$ cat config.mk
export PLATFORM = sky130hd
export DESIGN_NAME = pipe_stall_ctrl
export DESIGN_NICKNAME = d
export VERILOG_FILES = /design/src/rtl/pipe_stall_ctrl.sv
export SDC_FILE = /design/constraint.sdc
export NUM_CORES = 1
export LEC_CHECK = 0
export ABC_CLOCK_PERIOD_IN_PS = 2700
export CORE_MARGIN = 1.5
export CORE_UTILIZATION = 50
export CTS_BUF_LIST = sky130_fd_sc_hd__clkbuf_4
export DETAILED_ROUTE_END_ITERATION = 12
export GPL_TIMING_DRIVEN = 0
export PLACE_DENSITY = 0.82
export SYNTH_ARGS = -nofsm -noshare
export SYNTH_HDL_FRONTEND = slang
export SYNTH_SLANG_ARGS = --single-unit
$ cat constraint.sdc
create_clock -name clk_i -period 2.7 [get_ports clk_i]
set_clock_uncertainty 0.2 [all_clocks]
set_input_delay 0.54 -clock clk_i [delete_from_list [all_inputs] [get_ports clk_i]]
set_output_delay 0.54 -clock clk_i [all_outputs]
set_load 0.01 [all_outputs]
$ cat src/rtl/pipe_stall_ctrl.sv
// rtl/pipe_stall_ctrl.sv - stall/flush sequencer for the 5-stage pipeline
module pipe_stall_ctrl #(
    parameter int MDU_LAT = 4,
    parameter int CNT_W   = 16
) (
    input  logic             clk_i,
    input  logic             rst_i,
    input  logic             start_i,
    input  logic             lu_hazard_i,
    input  logic             branch_taken_i,
    input  logic             mdu_start_i,
    input  logic             mem_req_i,
    input  logic             dmem_ack_i,
    output logic             pc_write_o,
    output logic             if_id_write_o,
    output logic             if_id_flush_o,
    output logic             id_ex_write_o,
    output logic             id_ex_bubble_o,
    output logic             ex_mem_write_o,
    output logic             ex_mem_bubble_o,
    output logic             mem_wb_bubble_o,
    output logic [1:0]       state_o,
    output logic [CNT_W-1:0] stall_cnt_o
);

    localparam int MCW = $clog2(MDU_LAT);
    localparam logic [MCW-1:0] MDU_LOAD = MCW'(MDU_LAT - 1);
    localparam logic [MCW-1:0] MDU_ONE  = MCW'(1);

    localparam logic [1:0] S_IDLE = 2'b00;
    localparam logic [1:0] S_RUN  = 2'b01;
    localparam logic [1:0] S_MDU  = 2'b10;
    localparam logic [1:0] S_MEMW = 2'b11;

    logic [1:0]       state;
    logic [1:0]       state_nxt;
    logic [MCW-1:0]   mdu_cnt;
    logic [MCW-1:0]   mdu_cnt_nxt;
    logic [CNT_W-1:0] stall_cnt;
    logic             mem_wait;
    logic             run_tail;

    assign mem_wait    = mem_req_i & ~dmem_ack_i;
    assign state_o     = state;
    assign stall_cnt_o = stall_cnt;

    // Decode stage controls and next state from current state and hazard inputs
    always_comb begin
        pc_write_o      = 1'b0;
        if_id_write_o   = 1'b0;
        if_id_flush_o   = 1'b0;
        id_ex_write_o   = 1'b0;
        id_ex_bubble_o  = 1'b0;
        ex_mem_write_o  = 1'b0;
        ex_mem_bubble_o = 1'b0;
        mem_wb_bubble_o = 1'b0;
        state_nxt       = state;
        mdu_cnt_nxt     = mdu_cnt;
        run_tail        = 1'b0;

        case (state)
            S_IDLE: begin
                if (start_i) begin
                    state_nxt = S_RUN;
                end
            end
            S_RUN: begin
                if (!start_i) begin
                    state_nxt = S_IDLE;
                end else if (mem_wait) begin
                    mem_wb_bubble_o = 1'b1;
                    state_nxt       = S_MEMW;
                end else begin
                    run_tail = 1'b1;
                end
            end
            S_MDU: begin
                if (mem_wait) begin
                    // Memory stall dominates; the MDU keeps counting but never past 1
                    mem_wb_bubble_o = 1'b1;
                    if (mdu_cnt > MDU_ONE) begin
                        mdu_cnt_nxt = mdu_cnt - MDU_ONE;
                    end
                end else if (mdu_cnt == MDU_ONE) begin
                    pc_write_o     = 1'b1;
                    if_id_write_o  = 1'b1;
                    id_ex_write_o  = 1'b1;
                    ex_mem_write_o = 1'b1;
                    state_nxt      = S_RUN;
                end else begin
                    ex_mem_write_o  = 1'b1;
                    ex_mem_bubble_o = 1'b1;
                    mdu_cnt_nxt     = mdu_cnt - MDU_ONE;
                end
            end
            default: begin
                // MEMW: hold until the access completes; start_i waits for RUN
                if (!dmem_ack_i) begin
                    mem_wb_bubble_o = 1'b1;
                end else begin
                    run_tail = 1'b1;
                end
            end
        endcase

        if (run_tail) begin
            state_nxt      = S_RUN;
            ex_mem_write_o = 1'b1;
            if (mdu_start_i) begin
                ex_mem_bubble_o = 1'b1;
                mdu_cnt_nxt     = MDU_LOAD;
                state_nxt       = S_MDU;
            end else if (lu_hazard_i) begin
                id_ex_write_o  = 1'b1;
                id_ex_bubble_o = 1'b1;
            end else begin
                pc_write_o    = 1'b1;
                if_id_write_o = 1'b1;
                id_ex_write_o = 1'b1;
                if_id_flush_o = branch_taken_i;
            end
        end

        if (rst_i) begin
            pc_write_o      = 1'b0;
            if_id_write_o   = 1'b0;
            if_id_flush_o   = 1'b0;
            id_ex_write_o   = 1'b0;
            id_ex_bubble_o  = 1'b0;
            ex_mem_write_o  = 1'b0;
            ex_mem_bubble_o = 1'b0;
            mem_wb_bubble_o = 1'b0;
        end
    end

    // State and MDU occupancy counter
    always_ff @(posedge clk_i) begin
        if (rst_i) begin
            state   <= S_IDLE;
            mdu_cnt <= '0;
        end else begin
            state   <= state_nxt;
            mdu_cnt <= mdu_cnt_nxt;
        end
    end

    // Saturating count of cycles where the running pipeline did not advance the PC
    always_ff @(posedge clk_i) begin
        if (rst_i) begin
            stall_cnt <= '0;
        end else if ((state != S_IDLE) && !pc_write_o && (stall_cnt != {CNT_W{1'b1}})) begin
            stall_cnt <= stall_cnt + 1'b1;
        end
    end

endmodule

==> qor.yml <==
run_status:
  status: "finished, final reports clean"
power_and_ir_drop:
  cell_internal_pwr_mw: 0.6150
  netSwitchingFraction: 0.3175
  leakage_nw: 0.6395
  seqPwrFrac: 0.386
  p_switching_mw: 0.2861
  ir_worst_vdd_mv: 0.4703
  p_clk_frac: 0.279
  cellPowerDensity_nw_per_um2: 516.3
  combPwrFrac: 0.335
place:
  port_buffers: 33
  place.gp.congestion: 0.7779
  place_worst_setup_slack_ns: -0.8079
  hpwl_um: 2289
  place_inst: 223
synth:
  netlist_area_um2: 1276
  synth_seq_cells: 20
  synth_cell_types: 42
  synth.avg_cell_area_um2: 7.976
  yosysWarnings: 0
  synthArstFlopShare: 0
  synth_nets: 172
  syn_inst: 160
  ys_seq_area_frac: 0.3137
  synth_enable_flop_cells: 0
  yosys_most_used_dff: "dfxtp_1"
drt:
  vias_per_cell: 5.780
  drtAntennaViolNets: 0
  drt_wl_total_um: 3071
  drt_iter0_drc: 22
  wl_per_cell_um: 13.24
  vias: 1341
  drc: 0
  firstDrtPassIters: 4
timing:
  rsz0062_at_grt: "false"
  finalSetupTns_ns: 0
  setup_viol: 0
  hold_viol_final: 0
  final.min_clock_period_ns: 2.624
  finalCritPeriodShare: 0.9718
  fmax_mhz: 381.1
  fin_ws_ns: 0.07618
  relSlewSlack: 0.7485
  drv_slew: 0
  tightest_slew_ns: 0.3772
layout:
  instances_no_fill: 232
  layout_commonest_cell: "clkdlybuf4s50_1"
  area_growth_syn_to_layout_pct: 36.76
  drive_gt1_frac: 0.1634
  layout_common_cells: "clkdlybuf4s50_1, dfxtp_1, a21oi_1"
  n_antenna_cell: 0
  nNetsFinal: 215
  fillers: 192
die:
  rows: 18
  io_pins: 34
  core_area_um2: 2455
  die_area_um2: 2864
  die_y_um: 53.52
  die_w_um: 53.52
  start_util: 0.5199
cts:
  hold_buffers: 0
  cts_max_level: 1
  clk_path_buf_depth: 2
  cts-buffers-inserted: 3
  cts_tree: "done"
  clock_latency_ns: 0.32
  clkTransAtPathRegs_ns: 0.12
  cts_root_buffer: "clkbuf_4"
  clock_sinks: 20
setup_path:
  rr_startpoint: "mdu_cnt[0]"
  critical_path_required_ns: 1.96
  crit_slowest_cell: "clkdlybuf4s50_1"
  critPathKind: "input pin to primary output"
  arrival_ns: 1.88
  slowest_delay_ns: 0.43
  r2r_end: "stall_cnt_o[10]"
  crit_cells: 5
  start_kind: "input pin"
  path_delay_family: "buffers and inverters"
  rrSetupSlack_ns: 0.52
  crit_buf_inv: 3
  path_cells: "clkdlybuf4s50_1, nand4b_1, buf_4, nor3b_1, dlygate4sd2_1"
  r2r_cells: 7
  crit_path_start: "mdu_start_i"
  crit_fanout: 3
  setup.worst_path.end: "id_ex_bubble_o"
  worstSetupEndpointType: "primary output"
flow_run:
  timing.max_cap.violations: 0
grt:
  grtUsageTotal: 0.2414
  grt_max_degree: 13
  grt_pass1_vias: 1222
  overflow: 0
  grt_pass1_wl_um: 5126
  antenna_found_initial: 0
min_path:
  hold_path_class: "flip-flop to flip-flop"
sequential cells by signal, indices dropped and copies added, names as in the netlist:
signal / flops
mdu_cnt: 2
state_o: 2
stall_cnt_o: 16
power by group through the flow:
stage,Clock (mW),Combinational (mW),Sequential [mW]
after global routing,0.269,0.334,0.353
after detailed placement,0,0.285,0.354
after floorplan,0,0.173,0.356
final,0.251,0.302,0.348
after CTS,0.258,0.298,0.348
after global placement,0,0.276,0.353
worst min path at each step:
stage | startpoint | to | slack [ns] | depth (start not counted)
finish | stall_cnt_o[15] | stall_cnt_o[15] | 0.33 | 2
global route | stall_cnt_o[6] | stall_cnt_o[6] | 0.35 | 2
CTS | stall_cnt_o[6] | stall_cnt_o[6] | 0.33 | 2
detailed placement | stall_cnt_o[6] | stall_cnt_o[6] | 0.31 | 2
global placement | stall_cnt_o[14] | stall_cnt_o[14] | 0.30 | 2
floorplan | stall_cnt_o[14] | stall_cnt_o[14] | 0.31 | 2
kinds of logic (layout without fill, tap and decap cells):
group / count (synthesis) / after routing / share of synthesized area
DFF: 20 / 20 / 0.3137
AOI/OAI and AO/OA: 41 / 41 / 0.2010
adders and majority gates: 4 / 4 / 0.03922
and+or+nand+nor: 74 / 74 / 0.3353
buffers and inverters: 13 / 55 / 0.04216
muxes: 8 / 8 / 0.06862
per-layer routing:
layer | GRT usage | wire [um] | vias to the layer above | part of all wire
met2 | 0.4300 | 1584 | 40 | 0.52
met3 | 0.05085 | 115 | 3 | 0.037
met5 | 0 | 0 | - | 0
li1 | - | - | 675 | -
met1 | 0.2786 | 1337 | 623 | 0.44
met4 | 0.09402 | 34 | 0 | 0.011
cell type report:
cell class	count	area (um2)	area share
multi-input combinational	127	834.6	0.4781
clock inverter	1	30.03	0.01720
clock buffer	3	22.52	0.01290
buffer	8	51.30	0.02939
sequential	20	401.6	0.2301
inverter	5	18.77	0.01075
tap	30	37.54	0.02151
timing repair buffer	38	349.1	0.2000
stage by stage:
step	util	power, mW	cell area (um2)	hold slack [ns]
6_report	0.7110	0.9011	1745	0.3314
5_1_grt	0.7110	0.9556	1745	0.3472
4_1_cts	0.7069	0.9046	1735	0.3283
3_5_place_dp	0.6697	0.6391	1644	0.3082
3_3_place_gp	0.6697	0.6284	1644	0.3001
2_1_floorplan	-	0.5295	1276	0.3145
synthesized netlist by cell type, drive strengths merged, types with 2 or more instances:
library cell,n,area [um2]
o32ai,2,36.29
nor3,5,25.02
o21ai,11,55.05
nand3,6,30.03
mux2,6,67.56
clkbuf,5,18.77
or3,8,50.05
nand2b,4,25.02
o31ai,2,15.01
inv,5,18.77
or2,3,18.77
nand4,7,50.05
mux2i,2,20.02
nor3b,2,15.01
ha,4,50.05
or4,5,37.54
dfxtp,20,400.4
buf,3,16.26
a21oi,18,90.09
nor2,10,37.54
nor2b,8,50.05
nand2,9,33.78
worst reg2reg max path: cells and delay by family (launching register included):
kind            cells  cell delay (ns)
compound gates      2             0.55
fa+ha+maj           1             0.24
buf+inv             2             0.34
flops               1             0.40
mux                 1             0.27
simple gates        1             0.09
what timing repair did:
item | CTS | global route
setup buffers | 3 | 2
endpoints found under the setup margin | 8 | 3
pin swaps | 2 | 1
resized for setup | 25 | 6
Power figures use the tool's default switching activity.
